File: config.mk
export PLATFORM = sky130hd
export DESIGN_NAME = csr_access_pipe
export DESIGN_NICKNAME = d
export VERILOG_FILES = /design/src/rtl/csr_access_pipe.sv
export SDC_FILE = /design/constraint.sdc
export NUM_CORES = 1
export LEC_CHECK = 0
export BUFFER_PORTS_ARGS = -buffer_cell sky130_fd_sc_hd__buf_2
export CORE_ASPECT_RATIO = 1.75
export CORE_MARGIN = 2
export CORE_UTILIZATION = 46
export CTS_CLUSTER_DIAMETER = 100
export CTS_CLUSTER_SIZE = 40
export DETAILED_ROUTE_END_ITERATION = 10
export PLACE_DENSITY = 0.89
export SKIP_LAST_GASP = 1
export SLEW_MARGIN = 20
export SYNTH_ARGS = -nofsm -noshare
export SYNTH_HDL_FRONTEND = slang
export SYNTH_SLANG_ARGS = --single-unit
File: constraint.sdc
create_clock -name clk_i -period 1.6 [get_ports clk_i]
set_clock_uncertainty 0.2 [all_clocks]
set_input_delay 0.08 -clock clk_i [delete_from_list [all_inputs] [get_ports clk_i]]
set_output_delay 0.08 -clock clk_i [all_outputs]
set_load 0.02 [all_outputs]
File: src/rtl/csr_access_pipe.sv
// csr_access_pipe: arbitrates one CSR op per cycle across issue lanes, pipes it through DEPTH stages, fault-gates read-valid, keeps sticky fault record and saturating fault count
//   clk_i, rst_ni            clock, async active-low reset
//   opcode_valid_i/set_i/clr_i/fault_i [LANES], rdata_i [LANES*DATA_W]  per-lane request
//   stall_i, flush_i, fault_ack_i      pipeline hold, pipeline kill, fault record consumed
//   replay_o [LANES]         combinational: lane rejected this cycle
//   rd_valid_o, rdata_o, fault_o       registered final-stage result
//   fault_pending_o, fault_lane_o, fault_cnt_o  sticky record and counter
module csr_access_pipe #(
  parameter int LANES  = 2,
  parameter int DEPTH  = 2,
  parameter int DATA_W = 32,
  parameter int CNT_W  = 8,
  localparam int LW    = LANES > 1 ? $clog2(LANES) : 1
) (
  input  logic                    clk_i,
  input  logic                    rst_ni,
  input  logic [LANES-1:0]        opcode_valid_i,
  input  logic [LANES-1:0]        set_i,
  input  logic [LANES-1:0]        clr_i,
  input  logic [LANES-1:0]        fault_i,
  input  logic [LANES*DATA_W-1:0] rdata_i,
  input  logic                    stall_i,
  input  logic                    flush_i,
  input  logic                    fault_ack_i,
  output logic [LANES-1:0]        replay_o,
  output logic                    rd_valid_o,
  output logic [DATA_W-1:0]       rdata_o,
  output logic                    fault_o,
  output logic                    fault_pending_o,
  output logic [LW-1:0]           fault_lane_o,
  output logic [CNT_W-1:0]        fault_cnt_o
);
  localparam int L = DEPTH - 1;
  logic                         any;
  logic [LW-1:0]                sel;
  logic                         retire_flt;
  logic [DEPTH-1:0]             v_q, v_d, rv_q, rv_d, ft_q, ft_d;
  logic [DEPTH-1:0][LW-1:0]     ln_q, ln_d;
  logic [DEPTH-1:0][DATA_W-1:0] dt_q, dt_d;
  logic                         pend_q, pend_d;
  logic [LW-1:0]                flane_q, flane_d;
  logic [CNT_W-1:0]             cnt_q, cnt_d;
  always_comb begin
    any = 1'b0;
    sel = '0;
    for (int k = LANES - 1; k >= 0; k--) begin
      if (opcode_valid_i[k]) begin
        any = 1'b1;
        sel = LW'(k);
      end
    end
  end
  assign replay_o = stall_i ? '0 : opcode_valid_i & ~(LANES'(1) << sel);
  always_comb begin
    v_d  = v_q;
    rv_d = rv_q;
    ft_d = ft_q;
    ln_d = ln_q;
    dt_d = dt_q;
    if (!stall_i) begin
      for (int n = DEPTH - 1; n > 0; n--) begin
        v_d[n]  = v_q[n-1];
        rv_d[n] = rv_q[n-1];
        ft_d[n] = ft_q[n-1];
        ln_d[n] = ln_q[n-1];
        dt_d[n] = dt_q[n-1];
      end
      v_d[0]  = any;
      rv_d[0] = (set_i[sel] | clr_i[sel]) & ~fault_i[sel];
      ft_d[0] = fault_i[sel];
      ln_d[0] = sel;
      dt_d[0] = rdata_i[sel*DATA_W +: DATA_W];
    end
    if (flush_i) v_d = '0;
  end
  assign rd_valid_o      = v_q[L] & rv_q[L];
  assign rdata_o         = rd_valid_o ? dt_q[L] : '0;
  assign fault_o         = v_q[L] & ft_q[L];
  assign fault_pending_o = pend_q;
  assign fault_lane_o    = flane_q;
  assign fault_cnt_o     = cnt_q;
  assign retire_flt      = fault_o & ~stall_i;
  // A retiring fault wins over an ack in the same cycle so it is never lost.
  always_comb begin
    pend_d  = fault_ack_i ? 1'b0 : pend_q;
    flane_d = flane_q;
    if (retire_flt && (!pend_q || fault_ack_i)) begin
      pend_d  = 1'b1;
      flane_d = ln_q[L];
    end
    cnt_d = (retire_flt && cnt_q != '1) ? cnt_q + 1'b1 : cnt_q;
  end
  always_ff @(posedge clk_i or negedge rst_ni) begin
    if (!rst_ni) begin
      v_q     <= '0;
      rv_q    <= '0;
      ft_q    <= '0;
      ln_q    <= '0;
      dt_q    <= '0;
      pend_q  <= 1'b0;
      flane_q <= '0;
      cnt_q   <= '0;
    end else begin
      v_q     <= v_d;
      rv_q    <= rv_d;
      ft_q    <= ft_d;
      ln_q    <= ln_d;
      dt_q    <= dt_d;
      pend_q  <= pend_d;
      flane_q <= flane_d;
      cnt_q   <= cnt_d;
    end
  end
endmodule

# Yosys cells after proc, flatten, opt, wreduce, memory -nomap -nowiden
# Cells that the tools add are included.
# classes
n_reduce_logical,5
n_eq_ne,2
n_mux,15
shift,2
n_addsub,1
n_bitwise,9
n_lt_le_gt_ge,1
# ops
cell,n
$shiftx 64x7->32,1
$mux 32,1
$mux 1,11
$add 8x1->8 const B,1
$ne 8x8->1 const B,1
$mux 2,3
$and 1x1->1,4
$and 2x2->2,1
$logic_and 1x1->1,2
$lt 1x2->1 const B,1
$ne 2x1->1 const B,1
$not 1->1,2
$not 2->2,1
$reduce_bool 2->1,1
$shl 1x1->2 const A,1
$logic_not 1->1,1
$logic_or 1x1->1,1
$or 1x1->1,1
# totals
word_cells,45
input_bits,77
register_bits,82
output_inout_bits,46

# Logic depth before layout (Yosys ltp)
# logic_depth
word_depth,6
mapped_depth,5
ltp_nobuf,4

# Least setup slack after synthesis
# No wires, ideal clock.
# synth_path
path_type,register to register
startpoint,register cnt_q[4] (netlist: fault_cnt_o[4])
endpoint,register cnt_q[1] (netlist: fault_cnt_o[1])
synth_period_minus_slack_ns,1.643
path_slack_ns,-0.043
path_stages_with_launch,4
setup_ns,0.128
t_arrival_ns,1.315
required_ns,1.272
path_buffers,0
path_cell_list,dfrtp_1 > and4_1 > a41o_1 > mux2_1
# synth_between
elab_chain_cells,2
# synth_rtl
item,line_no,rtl
"start, declared",42,"logic [CNT_W-1:0] cnt_q, cnt_d;"
"start signal, assigned",111,cnt_q <= cnt_d;
$ne 8x8->1,91,cnt_d = (retire_flt && cnt_q != '1) ? cnt_q + 1'b1 : cnt_q;
$logic_and 1x1->1,91,
# Every way passes these cells.
# A chain may end at the register's enable or synchronous reset.

# Worst setup path after layout
# layout_path
startpoint,register cnt_q[1] (netlist: fault_cnt_o[1])
endpoint,register cnt_q[2] (netlist: fault_cnt_o[2])
# layout_between
elab_chain_cells,2
elab_cells_between_ends,3
classes_between,add/sub (1); eq/ne (1); reduce/logical (1)
# layout_rtl
item
branches (longest 2 deep; another with $add 8x1->8)
# Several ways; the timed one is not identified.

==> results.md <==
* Status: complete, but fails checks
* Failing checks: negative hold slack, negative setup slack
* Commonest cells after routing, fill and taps aside: buf_2 (119), dfrtp_1 (78), dlygate4sd3_1 (73)
* Pwr Density at 998 nW/um^2
* Commonest non-fill, non-tap cell in the layout: buf_2
* GPL Wtd Cong at 0.787
* Post-route antenna net violation count at 0
* Proportion of layout cells with a drive suffix above 1 at 0.384
* H-tree depth at 3
* Hold Vio Cnt, Final at 2
* CP Capture Type: flip-flop
* Area delta synth->final at 49.5%
* Post-Syn Area per Cell at 11.6 um^2
* TritonCTS buffer count at 9
* Asr flop ratio synth at 1.00
* Kind of critical path: flip-flop to flip-flop
* Die area at 8940 um^2
* Vias at 3306
* First-pass GRT wire length at 16800 um
* Worst hold path class: input pin to flip-flop
* Dominant synthesized flop cell: dfrtp_1
* Placed Cells at about 520
* Tmin final at 1.61 ns
* # rows at 43
* CP Max Fanout at 5
* Avg WL per Cell at 17.1 um
* DR iter-0 viols at 242
* Clock slew at reported path FFs at 0.06 ns
* Via/cell ratio at 5.38
* Max Root-Sink Buffers at 2
* Fin worst setup slack at -0.00725 ns
* Layout Nets at about 600
* RR Endpoint: fault_cnt_o[2]
* Number of global-route vias before repair at 3629
* Worst Hold Launch: rdata_i[14]
* Setup crit start kind: flip-flop
* Clock Sinks at 82
* Largest net degree at the start of global routing at 57
* Synth Cell Area at ~3800 um^2
* Count of final setup violators at 2
* Peak VDD IR at 0.831 mV
* Core Region at 7910 um^2
* Worst R2R Setup Slack at -0.007 ns
* Fmax at 622 MHz
* Root buffer cell: clkbuf_16
* Leak at 2.97 nW
* Overall routed net length at 10500 um
* Hold path depth at 3
* Initial cell density of the core at 0.475
* Pins over their slew limit at 0
* GRT Overall Usage at 0.249
* Overflow after GRT at 0
* Number of synthesized flops with an enable pin at 0
* Place WS at 0.0261 ns
* Die span in y at approximately 120 um
* Synth Register Bits at 82
* Drt first pass iters at 4
* RSZ-0062 raised after global routing: yes
* Skew-Pair Late Insertion Delay at 0.33 ns
* Hold EP: dt_q[14]
* HPWL after DPL at approximately 6200 um
* Worst endpoint required time at approximately 1.6 ns
* PortBufs at 121
* DRC viols at 0
* Fin crit share at 1.00
* Gate Count Post-Synth at 323
* CTS tree: yes
* Initial antenna violation count at 1
* Yosys cell types at 37
* Arrival time at the worst endpoint at 1.61 ns
* Mapped Nets at around 400
* I/O pin cnt at 123
* Hold_ws at -0.0913 ns
* Die Wd at 72.3 um
* Worst reg2reg startpoint: fault_cnt_o[1]
* Max Cap Viol at 0
* Register area share after synthesis at 0.546
* Finished Layout Cells at approximately 620
* Synthesis Warnings at 0
* R2R depth at 4
[worst max path at each step]
| stage | startpoint | endpoint | slack, ns | depth (start not counted) |
|---|---|---|---|---|
| finish | fault_cnt_o[1] | fault_cnt_o[2] | -0.007 | 4 |
| CTS | v_q[1] | rdata_o[14] | -0.003 | 3 |
| global route | fault_cnt_o[1] | fault_cnt_o[2] | -0.07 | 4 |
| global placement | fault_cnt_o[7] | fault_cnt_o[1] | 0.08 | 3 |
| detailed placement | fault_cnt_o[7] | fault_cnt_o[5] | 0.03 | 3 |
| floorplan | fault_cnt_o[3] | fault_cnt_o[7] | 0.001 | 3 |
[power breakdown]
part / switching (mW) / total, mW / internal (mW) / leakage (nW)
sequential: 0.163 / 2.51 / 2.35 / 0.997
clock: 0.773 / 2.02 / 1.25 / 0.144
combinational: 0.500 / 1.08 / 0.576 / 1.83
[worst max-delay path: stages (launching register included)]
cell	delay (ns)
dfrtp_1	0.39
ha_2	0.25
nand4b_1	0.24
a211oi_1	0.29
a21oi_1	0.10
[cell families (layout without fill, tap and decap cells)]
| logic type | after synthesis | after routing | share of synthesized area |
|---|---|---|---|
| multiplexers | 74 | 74 | 0.211 |
| other | 1 | 2 | 0.000998 |
| flip-flops | 82 | 82 | 0.546 |
| buffers and inverters | 29 | 230 | 0.0370 |
| adder cells (fa/ha/maj) | 1 | 1 | 0.00333 |
| AND/OR/NAND/NOR | 90 | 90 | 0.128 |
| XOR/XNOR | 2 | 2 | 0.00466 |
| AO/OA/AOI/OAI | 44 | 44 | 0.0689 |
[through the flow]
step / utilization / area, um^2 / hold WS [ns] / TNS (ns) / power, mW
after detailed placement: 0.569 / 4500 / -0.209 / 0 / 3.39
after floorplan: - / 3770 / -0.416 / 0 / 3.00
after CTS: 0.705 / 5580 / 0.0359 / -0.00260 / 5.58
after global placement: 0.569 / 4500 / -0.217 / 0 / 3.32
after global routing: 0.710 / 5620 / 0.00513 / -1.11 / 5.87
final: 0.710 / 5620 / -0.0913 / -0.0104 / 5.60
[cell usage after synthesis, types with 2 or more instances]
master | n | share of area
dfrtp_1 | 82 | 0.55
and2_1 | 2 | 0.0033
nand2_1 | 37 | 0.037
buf_4 | 4 | 0.0080
mux2_2 | 38 | 0.11
and3_1 | 32 | 0.053
a21oi_1 | 2 | 0.0027
inv_1 | 5 | 0.0050
o21ai_0 | 35 | 0.047
buf_2 | 6 | 0.0080
nor3_1 | 5 | 0.0067
nand2b_1 | 2 | 0.0033
clkbuf_1 | 13 | 0.013
nor2_1 | 4 | 0.0040
mux2i_1 | 34 | 0.091
[routing by layer]
metal | global-route usage | wire [um]
met1 | 0.263 | 3820
met2 | 0.445 | 5980
met3 | 0.0448 | 356
met4 | 0.160 | 371
met5 | 0 | 0
[state kept, by name, indices dropped and copies added (netlist names)]
signal / cells
fault_cnt_o: 8
ln_q: 2
fault_pending_o: 1
fault_lane_o: 1
dt_q: 64
ft_q: 2
rv_q: 2
v_q: 2
[area by class of cell]
cell class	instances	area (um^2)
fill	528	2290
sequential	82	2060
multi-input combinational	212	1600
timing repair buffer	209	1540
clock buffer	13	250
tap	90	113
clock inverter	3	40.0
inverter	5	18.8
antenna	1	2.50
[timing repair]
| item | CTS | global route |
|---|---|---|
| cloned | 0 | 1 |
| pin swaps | 0 | 3 |
| setup endpoints to repair | 26 | 59 |
| gates resized for setup | 4 | 10 |
| hold buffers | 76 | 2 |
| endpoints found under the hold margin | 123 | 2 |
| buffers inserted | 1 | 0 |
Power figures use the tool's default switching activity.
